**src/rtl/sample03_sched_pkg.sv**
```systemverilog
// sample03_sched_pkg: shared state encoding, step count and operand-source codes
package sample03_sched_pkg;
  localparam int NUM_STEPS = 5;
  localparam int NUM_SRC = 16;
  typedef enum logic [2:0] {
    IDLE = 3'd0,
    S1   = 3'd1,
    S2   = 3'd2,
    S3   = 3'd3,
    S4   = 3'd4,
    S5   = 3'd5,
    DONE = 3'd6
  } state_e;
  typedef enum logic [3:0] {
    SRC_X, SRC_Y, SRC_Z, SRC_U, SRC_V, SRC_W,
    SRC_N1, SRC_M1, SRC_N, SRC_M, SRC_P, SRC_Q,
    SRC_ZERO
  } src_e;
  function automatic logic is_busy(state_e s);
    return s inside {S1, S2, S3, S4, S5};
  endfunction
endpackage

```
**src/rtl/sample03_fu.sv**
```systemverilog
// sample03_fu: the single shared AND, OR and NOT units with selectable operands
module sample03_fu
  import sample03_sched_pkg::*;
(
  input  logic [NUM_SRC-1:0] src_i,
  input  src_e               and_a_i,
  input  src_e               and_b_i,
  input  src_e               or_a_i,
  input  src_e               or_b_i,
  input  src_e               not_a_i,
  output logic               and_o,
  output logic               or_o,
  output logic               not_o
);
  assign and_o = src_i[and_a_i] & src_i[and_b_i];
  assign or_o  = src_i[or_a_i] | src_i[or_b_i];
  assign not_o = ~src_i[not_a_i];
endmodule

```
**src/rtl/sample03_sched.sv**
```systemverilog
// sample03_sched: five-step scheduled evaluation of r, s, t on one shared AND/OR/NOT unit
module sample03_sched
  import sample03_sched_pkg::*;
(
  input  logic       clk,
  input  logic       rst,
  input  logic       start_i,
  input  logic       x_i,
  input  logic       y_i,
  input  logic       z_i,
  input  logic       u_i,
  input  logic       v_i,
  input  logic       w_i,
  output logic       r_o,
  output logic       s_o,
  output logic       t_o,
  output logic       busy_o,
  output logic       done_o,
  output logic [2:0] step_o
);
  state_e state_q, state_d;
  logic x_q, y_q, z_q, u_q, v_q, w_q;
  logic n1_q, m1_q, n_q, m_q, ss_q, tt_q, p_q, q_q;
  logic r_q, s_q, t_q, busy_q, done_q;
  logic ready, accept, fu_and, fu_or, fu_not;
  logic [NUM_SRC-1:0] src;
  src_e and_a, and_b, or_a, or_b, not_a;
  assign ready  = state_q == IDLE || state_q == DONE;
  assign accept = ready && start_i;
  assign src = {4'b0, q_q, p_q, m_q, n_q, m1_q, n1_q, w_q, v_q, u_q, z_q, y_q, x_q};
  // operand routing for the shared unit in each schedule step, plus next state
  always_comb begin
    and_a = state_q == S1 ? SRC_X : state_q == S2 ? SRC_N1 : state_q == S3 ? SRC_U : state_q == S5 ? SRC_Q : SRC_ZERO;
    and_b = state_q == S1 ? SRC_Y : state_q == S2 ? SRC_Z : state_q == S3 ? SRC_W : state_q == S5 ? SRC_M : SRC_ZERO;
    or_a  = state_q == S1 ? SRC_V : state_q == S2 ? SRC_M1 : state_q == S3 ? SRC_N : state_q == S4 ? SRC_P : SRC_ZERO;
    or_b  = state_q == S1 ? SRC_X : state_q == S2 ? SRC_Y : state_q == S3 ? SRC_U : state_q == S4 ? SRC_W : SRC_ZERO;
    not_a = state_q == S1 ? SRC_Z : SRC_ZERO;
    state_d = ready ? (start_i ? S1 : IDLE)
            : state_q == state_e'(3'(NUM_STEPS)) ? DONE
            : state_e'(state_q + 3'd1);
  end
  sample03_fu u_fu (
    .src_i   (src),
    .and_a_i (and_a),
    .and_b_i (and_b),
    .or_a_i  (or_a),
    .or_b_i  (or_b),
    .not_a_i (not_a),
    .and_o   (fu_and),
    .or_o    (fu_or),
    .not_o   (fu_not)
  );
  // FSM, operand latch, per-step intermediates and registered results/status
  always_ff @(posedge clk) begin
    if (rst) begin
      state_q <= IDLE;
      {x_q, y_q, z_q, u_q, v_q, w_q} <= '0;
      {n1_q, m1_q, n_q, m_q, ss_q, tt_q, p_q, q_q} <= '0;
      {r_q, s_q, t_q, busy_q, done_q} <= '0;
    end else begin
      state_q <= state_d;
      busy_q  <= is_busy(state_d);
      done_q  <= state_d == DONE;
      if (accept) {x_q, y_q, z_q, u_q, v_q, w_q} <= {x_i, y_i, z_i, u_i, v_i, w_i};
      if (state_q == S1) begin
        n1_q <= fu_and;
        m1_q <= fu_or;
        tt_q <= fu_not;
      end
      if (state_q == S2) begin
        n_q <= fu_and;
        m_q <= fu_or;
      end
      if (state_q == S3) begin
        ss_q <= fu_and;
        p_q  <= fu_or;
      end
      if (state_q == S4) q_q <= fu_or;
      if (state_q == S5) begin
        r_q <= fu_and;
        s_q <= ss_q;
        t_q <= tt_q;
      end
    end
  end
  assign r_o    = r_q;
  assign s_o    = s_q;
  assign t_o    = t_q;
  assign busy_o = busy_q;
  assign done_o = done_q;
  assign step_o = state_q;
endmodule

```
**config.mk**
```make
export PLATFORM = sky130hd
export DESIGN_NAME = sample03_sched
export DESIGN_NICKNAME = d
export VERILOG_FILES = /design/src/rtl/sample03_sched_pkg.sv /design/src/rtl/sample03_fu.sv /design/src/rtl/sample03_sched.sv
export SDC_FILE = /design/constraint.sdc
export NUM_CORES = 1
export LEC_CHECK = 0
export ABC_AREA = 1
export CORE_MARGIN = 3
export CORE_UTILIZATION = 55
export DETAILED_ROUTE_END_ITERATION = 16
export PLACE_DENSITY = 0.78
export SYNTH_ARGS = -nofsm -noshare
export SYNTH_HDL_FRONTEND = slang
export SYNTH_SLANG_ARGS = --single-unit
```
**constraint.sdc**
```tcl
create_clock -name clk -period 2 [get_ports clk]
set_input_delay 0.3 -clock clk [delete_from_list [all_inputs] [get_ports clk]]
set_output_delay 0.3 -clock clk [all_outputs]
set_load 0.005 [all_outputs]
```
# [Word level (Yosys, flattened, before mapping)]
# Cells that the tools add are included.
[totals] register_bits=22 latchBits=0 ramBits=0 mem_bits_ro=0 in_bits=9 word_cells=75 mem_count=0
[classes] add_sub_neg=1 multipliers=0 n_div=0 order_cmp=5 eq_ne=12 shifts=0 muxes=30 n_bitwise=3 reduce_logical=4
[ops] operator="$mux 4" n=13
[ops] operator="$lt 4x5->1 const B" n=5
[ops] operator="$bmux 1 s4" n=5
[ops] operator="$eq 3x3->1 const B" n=6
[ops] operator="$mux 3" n=6
[ops] operator="$eq 3x2->1 const B" n=4
[ops] operator="$eq 3x1->1 const B" n=2
[ops] operator="$mux 1" n=6
[ops] operator="$reduce_bool 5->1" n=1
[ops] operator="$add 3x1->3 const B" n=1
[ops] operator="$logic_not 3->1" n=1
[ops] operator="$and 1x1->1" n=1
[ops] operator="$logic_and 1x1->1" n=1
[ops] operator="$logic_or 1x1->1" n=1
[ops] operator="$not 1->1" n=1
[ops] operator="$or 1x1->1" n=1

# [Longest topological paths before layout]
# Gate-level depths: netlist (run 1).
[depth] ltp_word=8 mapped_depth=14 depth_no_buf=14

# [Cells and area by module]
# A second synthesis (run 1) with hierarchy kept.
[unflattened] cells_unflattened=329 hier_area_um2=1893.1
[by_module_without_submodules] module="sample03_sched" instances=1 cells_each=133 area_each_um2=993.5 seq_area_each_um2=440.4
[by_module_without_submodules] module="sample03_fu" instances=1 cells_each=196 area_each_um2=899.6 seq_area_each_um2=0.0

# [Worst setup path after synthesis (run 1)]
# No wires, ideal clock.
[synth_timing] path_kind="register to register" start="reg state_q[1] (netlist: step_o[1])" end="reg m_q" setup_ns=0.109 t_arrival_ns=1.702 path_slack_ns=0.189 path_stages_with_launch=13 path_buffers=0 synth_period_minus_slack_ns=1.811 cell_sequence="dfxtp_1 inv_1 ha_1 o21ai_2 inv_2 nor2_1 inv_1 nand3_1 nand3_1 nand3_2 nand3_1 nand2_1 inv_1"
[synth_via] elab_chain_cells=8
[synth_lines] item="from (decl)" line_no="sample03_sched.sv:21" rtl="state_e state_q, state_d;"
[synth_lines] item="from (signal assigned)" line_no="sample03_sched.sv:61" rtl="state_q <= state_d;"
[synth_lines] item="$eq 3x3->1" line_no="sample03_sched.sv:35, sample03_sched.sv:36"
[synth_lines] item="$mux 3 / $mux 4 (equally long branches) (2 in series)" line_no="sample03_sched.sv:35, sample03_sched.sv:36"
[synth_lines] item="$mux 4, on equally long branches (2 in series)" line_no="sample03_sched.sv:35, sample03_sched.sv:36"
[synth_lines] item="$bmux 1 s4" line_no="sample03_fu.sv:16" rtl="assign or_o = src_i[or_a_i] | src_i[or_b_i];"
[synth_lines] item="$mux 1 (implied by the code)" line_no="sample03_fu.sv:16"
[synth_lines] item="$or 1x1->1" line_no="sample03_fu.sv:16"
[synth_lines] item="to (signal assigned)" line_no="sample03_sched.sv:72" rtl="m_q <= fu_or;"
[synth_lines] item="to (decl)" line_no="sample03_sched.sv:23" rtl="logic n1_q, m1_q, n_q, m_q, ss_q, tt_q, p_q, q_q;"
# Several ways; a longest one is shown, not always the timed one. The select of a mux whose other input is x is not followed.
# A chain may end at the register's enable or synchronous reset.

# [Worst setup path in the final report (run 1)]
[layout_timing] start="reg state_q[2] (netlist: step_o[2])" end="out step_o[2]"
[layout_rtl] item="to (decl)" line_no="sample03_sched.sv:19" rtl="output logic [2:0] step_o"
# No word-level cell between the ends.

==> results.json, run 1 <==
{
  "initial_core_util_pct": 59.2,
  "synth_compound_gate_area_share_pct": 12.4,
  "finalSetupViolCount": 0,
  "leading_cell_types_by_total_area_after_synthesis": "dfxtp_1 (29%), nand2_1 (16%), nand3_1 (9.3%)",
  "sum_of_net_half_perimeters_after_detailed_placement_um": 2730,
  "tritoncts": "yes",
  "design.final.nets": 277,
  "ff_latch_area_sq_um": 445,
  "wl_um": 3530,
  "numPortBuffers": 16,
  "worstPathCellList": "buf_4 > clkdlybuf4s50_1",
  "tritoncts.num_buffers": 3,
  "multi_input_comb_area_sq_um": 942,
  "num_io_pins": 17,
  "timing.critical_path.fanout_max": 7,
  "hold_class": "reg2reg",
  "power_frac_comb_pct": 26.5,
  "cts_sink_count": 22,
  "synth_area_per_cell_sq_um": 6.47,
  "drt-vias-per-instance": 5.30,
  "rsz0062_at_grt": "false",
  "worst_case_reg_to_reg_path_depth": 14,
  "detailedRoute.firstIterationViolations": 72,
  "crit_cells": 2,
  "crit-reg2reg-launch": "step_o[1]",
  "clock.fmax_mhz": 533,
  "total_drc_errors_in_the_routed_layout": 0,
  "fin_tns_setup_ps": 0,
  "clock_power_share_pct": 30.1,
  "worst-path-buf-inv": 2,
  "drive_gt1_share_pct": 16.6,
  "cell_count_after_placement": 284,
  "timing_hold_violations_final": 0,
  "worst_skew_ps": 3.35,
  "pwr_density_cell_mw_per_mm2": 609,
  "post_cts_hold_buffer_count": 0,
  "timing.critical_path.required_ps": 1700,
  "yosysUniqueCellTypes": 29,
  "setup.worst_path.end_class": "output pin",
  "detailroute.via_count": 1532,
  "postSynthNetCount": 250,
  "postLayoutCellArea_sq_mm": 0.00186,
  "critical_path_class": "reg2out",
  "multiplexer_share_of_the_synthesized_area_pct": 0,
  "critical_path.startpoint": "step_o[2]",
  "syn-cell-area_sq_mm": 0.00151,
  "period_needed_ps": 1880,
  "fillerInstances": 213,
  "synth_ff_type": "dfxtp_1",
  "die-area_sq_mm": 0.00341,
  "antenna_found_initial": 0,
  "grt_first_pass_wirelength_um": 6070,
  "status": "finished, final reports clean",
  "yosys_register_bits": 22,
  "power.internal_mw": 0.793,
  "min-delay-start": "s_o",
  "htree_num_levels": 1,
  "diodes": 0,
  "clkSlewWorstSetupHoldPaths_ps": 130,
  "max_cap_violations": 0,
  "synth_warnings": 0,
  "clock_tree.root_cell": "clkbuf_4",
  "synth_largest_area_cell": "dfxtp_1",
  "cp-start-kind": "flip-flop",
  "max_stage_delay_on_crit_path_ps": 550,
  "ys_seq_area_share_pct": 29.2,
  "period_share_pct": 93.9,
  "placement.cell_area_sq_mm": 0.00175,
  "synth_simple_gate_area_share_pct": 40.4,
  "grt-ovfl-total": 0,
  "sw_frac_of_total_pct": 30.2,
  "p_leak_nw": 0.873,
  "route.detailed.wl_per_inst_um": 12.2,
  "max-vdd-ir-drop_mv": 0.519,
  "cp_slowest_cell": "dfxtp_1",
  "worst-slew-pin-transition_ps": 348,
  "final_cells": 289,
  "crit_arrival_ps": 1580,
  "clock_latency_ps": 300,
  "grt_use_total_pct": 22.2,
  "maxSlewHeadroom_pct": 76.8,
  "synth-adder-area-share_pct": 6.64,
  "floorplan.die.height_um": 58.4,
  "hold_depth": 2,
  "gp_congestion": 0.945,
  "sequentialPowerShare_pct": 43.3,
  "commonest_cells_in_the_netlist": "nand2_1 (63), inv_1 (32), nand3_1 (28)",
  "num_rows": 18,
  "synth_xor_area_share_pct": 0,
  "largest_register_ff_count": 3,
  "ctsLongestPathBuffers": 2,
  "combinational_family_with_the_most_area_after_synthesis": "simple AND/OR/NAND/NOR gates",
  "finalMaxSlewViolations": 0,
  "grt_start_max_net_pins": 23,
  "vias_in_the_first_global_route": 1299,
  "area_growth_syn_to_layout_pct": 23.7,
  "worst_hold_slack_ps": 481,
  "power.switching_mw": 0.343,
  "coreArea_sq_mm": 0.00254,
  "detailedRoute.firstPassIterationCount": 4,
  "netlist_instances": 233,
  "yosys.cell_count.top_type": "nand2_1",
  "critical_path.top_delay_family": "buffers and inverters",
  "postRouteAntennaNets": 0,
  "fp.dieW_um": 58.4,
  "synth-async-reset-ratio_pct": 0,
  "synth_edf_count": 0,
  "yosysTopAreaCellShare_pct": 29.2
}
==> logic make-up after synthesis <==
| kind of cell | after synthesis |
|---|---|
| flip-flops | 22 |
| AND/OR/NAND/NOR | 130 |
| buffers and inverters | 42 |
| adder cells (fa/ha/maj) | 8 |
| AO/OA/AOI/OAI | 31 |
==> power groups by stage <==
stage / logic [mW] / clock network [mW] / registers (mW)
2_1_floorplan: 0.201 / 0 / 0.494
3_3_place_gp: 0.285 / 0 / 0.499
3_5_place_dp: 0.283 / 0 / 0.499
4_1_cts: 0.286 / 0.354 / 0.489
5_1_grt: 0.341 / 0.372 / 0.497
6_report: 0.301 / 0.342 / 0.492
==> layout by cell type, fill, tap and decap left out <==
master,Yosys,final
nand2_1,63,62
inv_1,32,31
nand3_1,28,28
nor2_1,22,21
dfxtp_1,22,20
clkdlybuf4s50_1,0,16
a21oi_1,12,12
buf_4,1,11
o21ai_0,6,6
ha_1,8,6
inv_2,4,4
nand2_2,4,4
nand3_2,5,4
a211oi_1,4,4
o211ai_1,3,3
clkbuf_4,0,3
inv_4,1,2
nor2_2,1,2
o21ai_2,1,2
nand2_4,1,2
nand3b_1,2,2
ha_4,0,2
nor2_8,1,1
a21oi_2,1,1
nor2_4,1,1
nor3_1,1,1
nand3_4,0,1
o21ai_1,2,1
o21bai_1,1,1
a32oi_1,1,1
nor4_1,1,1
bufinv_16,0,1
dfxtp_2,0,1
dfxtp_4,0,1
==> area by class of cell <==
class / instances / share of cell area, %
Tap cell: 30 / 2.01
Clock inverter: 1 / 1.61
Sequential cell: 22 / 23.9
Clock buffer: 3 / 1.21
Multi-Input combinational cell: 169 / 50.5
Timing Repair Buffer: 27 / 13.0
Inverter: 37 / 7.72
==> metrics by stage <==
step	setup slack (ps)	total power, mW	util, %
3_3_place_gp	74.4	0.783	68.8
3_5_place_dp	73.4	0.782	68.8
6_report	122	1.14	73.3
2_1_floorplan	189	0.696	-
4_1_cts	39.3	1.13	70.8
5_1_grt	18.4	1.21	73.3
==> per-layer routing <==
metal	track usage [%]	routed length, um	vias up
met5	0	0	-
met4	4.30	37	0
met3	3.95	222	6
met2	35.1	1660	48
met1	31.7	1610	676
li1	-	-	802
==> worst min-delay path, delay by kind of cell, from the launching register on <==
family,cells,cell delay [ps]
DFF,1,340
and+or+nand+nor,1,60
AOI/OAI and AO/OA,1,60
==> worst paths after layout <==
check / to / slack (ps)
hold / removal: s_o / 480
hold reg to reg: s_o / 480
setup reg to reg: m1_q / 180
setup / recovery: step_o[2] / 120
==> what timing repair did <==
| item | 4_1_cts | 5_1_grt |
|---|---|---|
| endpoints found under the hold margin | 0 | 0 |
| resized for setup | 0 | 14 |
| endpoints found under the setup margin | 0 | 8 |
| buffers inserted | 0 | 1 |
Power figures use the tool's default switching activity.
==> run 2: changes to the inputs <==
CORE_ASPECT_RATIO = 1.25   (was unset)
CORE_UTILIZATION = 33   (was 55)
CTS_CLUSTER_SIZE = 8   (was unset)
PLACE_DENSITY = unset   (was 0.78)
==> results.json, run 2 (same netlist as run 1, synthesis figures left out) <==
{
  "status": "finished, final reports clean",
  "largest_register_ff_count": 3,
  "finalSetupViolCount": 0,
  "timing.critical_path.required_ps": 2170,
  "grt_start_max_net_pins": 23,
  "cts_sink_count": 22,
  "timing_hold_violations_final": 0,
  "clock.fmax_mhz": 548,
  "setup.worst_path.end_class": "flip-flop",
  "sum_of_net_half_perimeters_after_detailed_placement_um": 2900,
  "grt_first_pass_wirelength_um": 6560,
  "fp.dieW_um": 66.5,
  "initial_core_util_pct": 35.7,
  "drive_gt1_share_pct": 15.9,
  "numPortBuffers": 16,
  "design.final.nets": 276,
  "critical_path_class": "reg2reg",
  "tritoncts.num_buffers": 3,
  "worst_hold_slack_ps": 475,
  "postRouteAntennaNets": 0,
  "placement.setup.worst_slack_ps": 63.6,
  "detailroute.via_count": 1506,
  "htree_num_levels": 1,
  "groute.layer.met2.usage_pct": 23.7,
  "crit_arrival_ps": 1990,
  "ctsLongestPathBuffers": 2,
  "p_leak_nw": 0.874,
  "gp_congestion": 0.873,
  "antenna_found_initial": 0,
  "layout_setup_ws_ps": 176,
  "clkSlewWorstSetupHoldPaths_ps": 90,
  "hold_class": "reg2reg",
  "wl_um": 3690,
  "post-cts-setup-buffers": 0,
  "drt-vias-per-instance": 4.80,
  "pwr_density_cell_mw_per_mm2": 642,
  "grtUsageMet3_pct": 2.19,
  "total_drc_errors_in_the_routed_layout": 0,
  "worst_skew_ps": 1.99,
  "max-vdd-ir-drop_mv": 0.495,
  "mostFrequentLayoutCell": "nand2_1",
  "period_share_pct": 91.2,
  "detailedRoute.firstPassIterationCount": 4,
  "diodes": 0,
  "detailedRoute.firstIterationViolations": 43,
  "finalMaxSlewViolations": 0,
  "num_rows": 26,
  "grt_use_total_pct": 15.5,
  "final_cell_mix": "nand2_1 (62), inv_1 (32), nand3_1 (28)",
  "route.detailed.wl_per_inst_um": 11.8,
  "worst-slew-pin-transition_ps": 388,
  "grt-ovfl-total": 0,
  "num_io_pins": 17,
  "grt-busiest-layer": "met2",
  "clock_tree.root_cell": "clkbuf_8",
  "max_cap_violations": 0,
  "die-area_sq_mm": 0.00542,
  "period_needed_ps": 1820,
  "tritoncts": "yes",
  "coreArea_sq_mm": 0.00423,
  "cp-start-kind": "flip-flop",
  "grt_use_met1_pct": 20.3,
  "maxSlewHeadroom_pct": 74.1,
  "fin_tns_setup_ps": 0,
  "floorplan.die.height_um": 81.6,
  "clock_latency_ps": 260,
  "timing.critical_path.fanout_max": 5,
  "area_growth_syn_to_layout_pct": 25.6,
  "vias_in_the_first_global_route": 1445
}
[run 2: cell count changes in the layout (fill, tap and decap cells not counted), moves of 2 or more]
cell      previous run  this run
clkbuf_4             3         0
clkbuf_8             0         3
dfxtp_2              1         3
o21ai_2              2         0
[run 2: layer usage]
metal  share of wire, %  vias to the layer above
met3                2.9                       12
met1                 48                      671
li1                   -                      791
met4                3.6                        0
met5                  0                        -
met2                 45                       32
[run 2: path summary, 6_finish.rpt]
check,start,end,slack (ps),cells after the start
worst max-delay path,step_o[0],m_q,180,14
worst min-delay path,tt_q,t_o,480,2
worst max register to register,step_o[0],m_q,180,14
worst min register to register,tt_q,t_o,480,2
[run 2: through the flow]
step	power [mW]	cell area (sq um)	std cells	util, %
2_1_floorplan	0.696	1510	233	-
3_3_place_gp	0.787	1780	310	42.2
3_5_place_dp	0.788	1780	310	42.2
4_1_cts	1.22	1850	314	43.8
5_1_grt	1.29	1890	314	44.8
6_report	1.21	1890	314	44.8
[run 2: layout make-up]
cell class,instances,area (sq um)
Sequential cell,22,444
Tap cell,56,70.1
Timing Repair Buffer,26,235
Clock inverter,1,30.0
Clock buffer,3,41.3
Inverter,37,144
Multi-Input combinational cell,169,928
Fill cell,453,2340
[run 2: worst max-delay path, stage by stage (launching register included)]
cell     delay (ps)
dfxtp_2         360
inv_1           110
ha_2            260
inv_1            70
nor2_2          110
buf_4           150
nor2_1           40
o21ai_0         150
nand2_1          70
nand3_1          80
nand2_1          70
nand3_2          90
nand3_1          80
nand2_1          60
inv_1            30
[run 2: report_power, final]
group | switching, mW | internal, mW | total [mW] | leakage [nW]
clock | 0.154 | 0.267 | 0.421 | 0.0357
combinational | 0.179 | 0.124 | 0.303 | 0.657
sequential | 0.0233 | 0.467 | 0.491 | 0.181
total | 0.356 | 0.858 | 1.21 | 0.874
[run 2: timing repair]
item	in CTS	in global routing
hold buffers	0	0
setup endpoints to repair	0	8
gates resized for setup	0	11
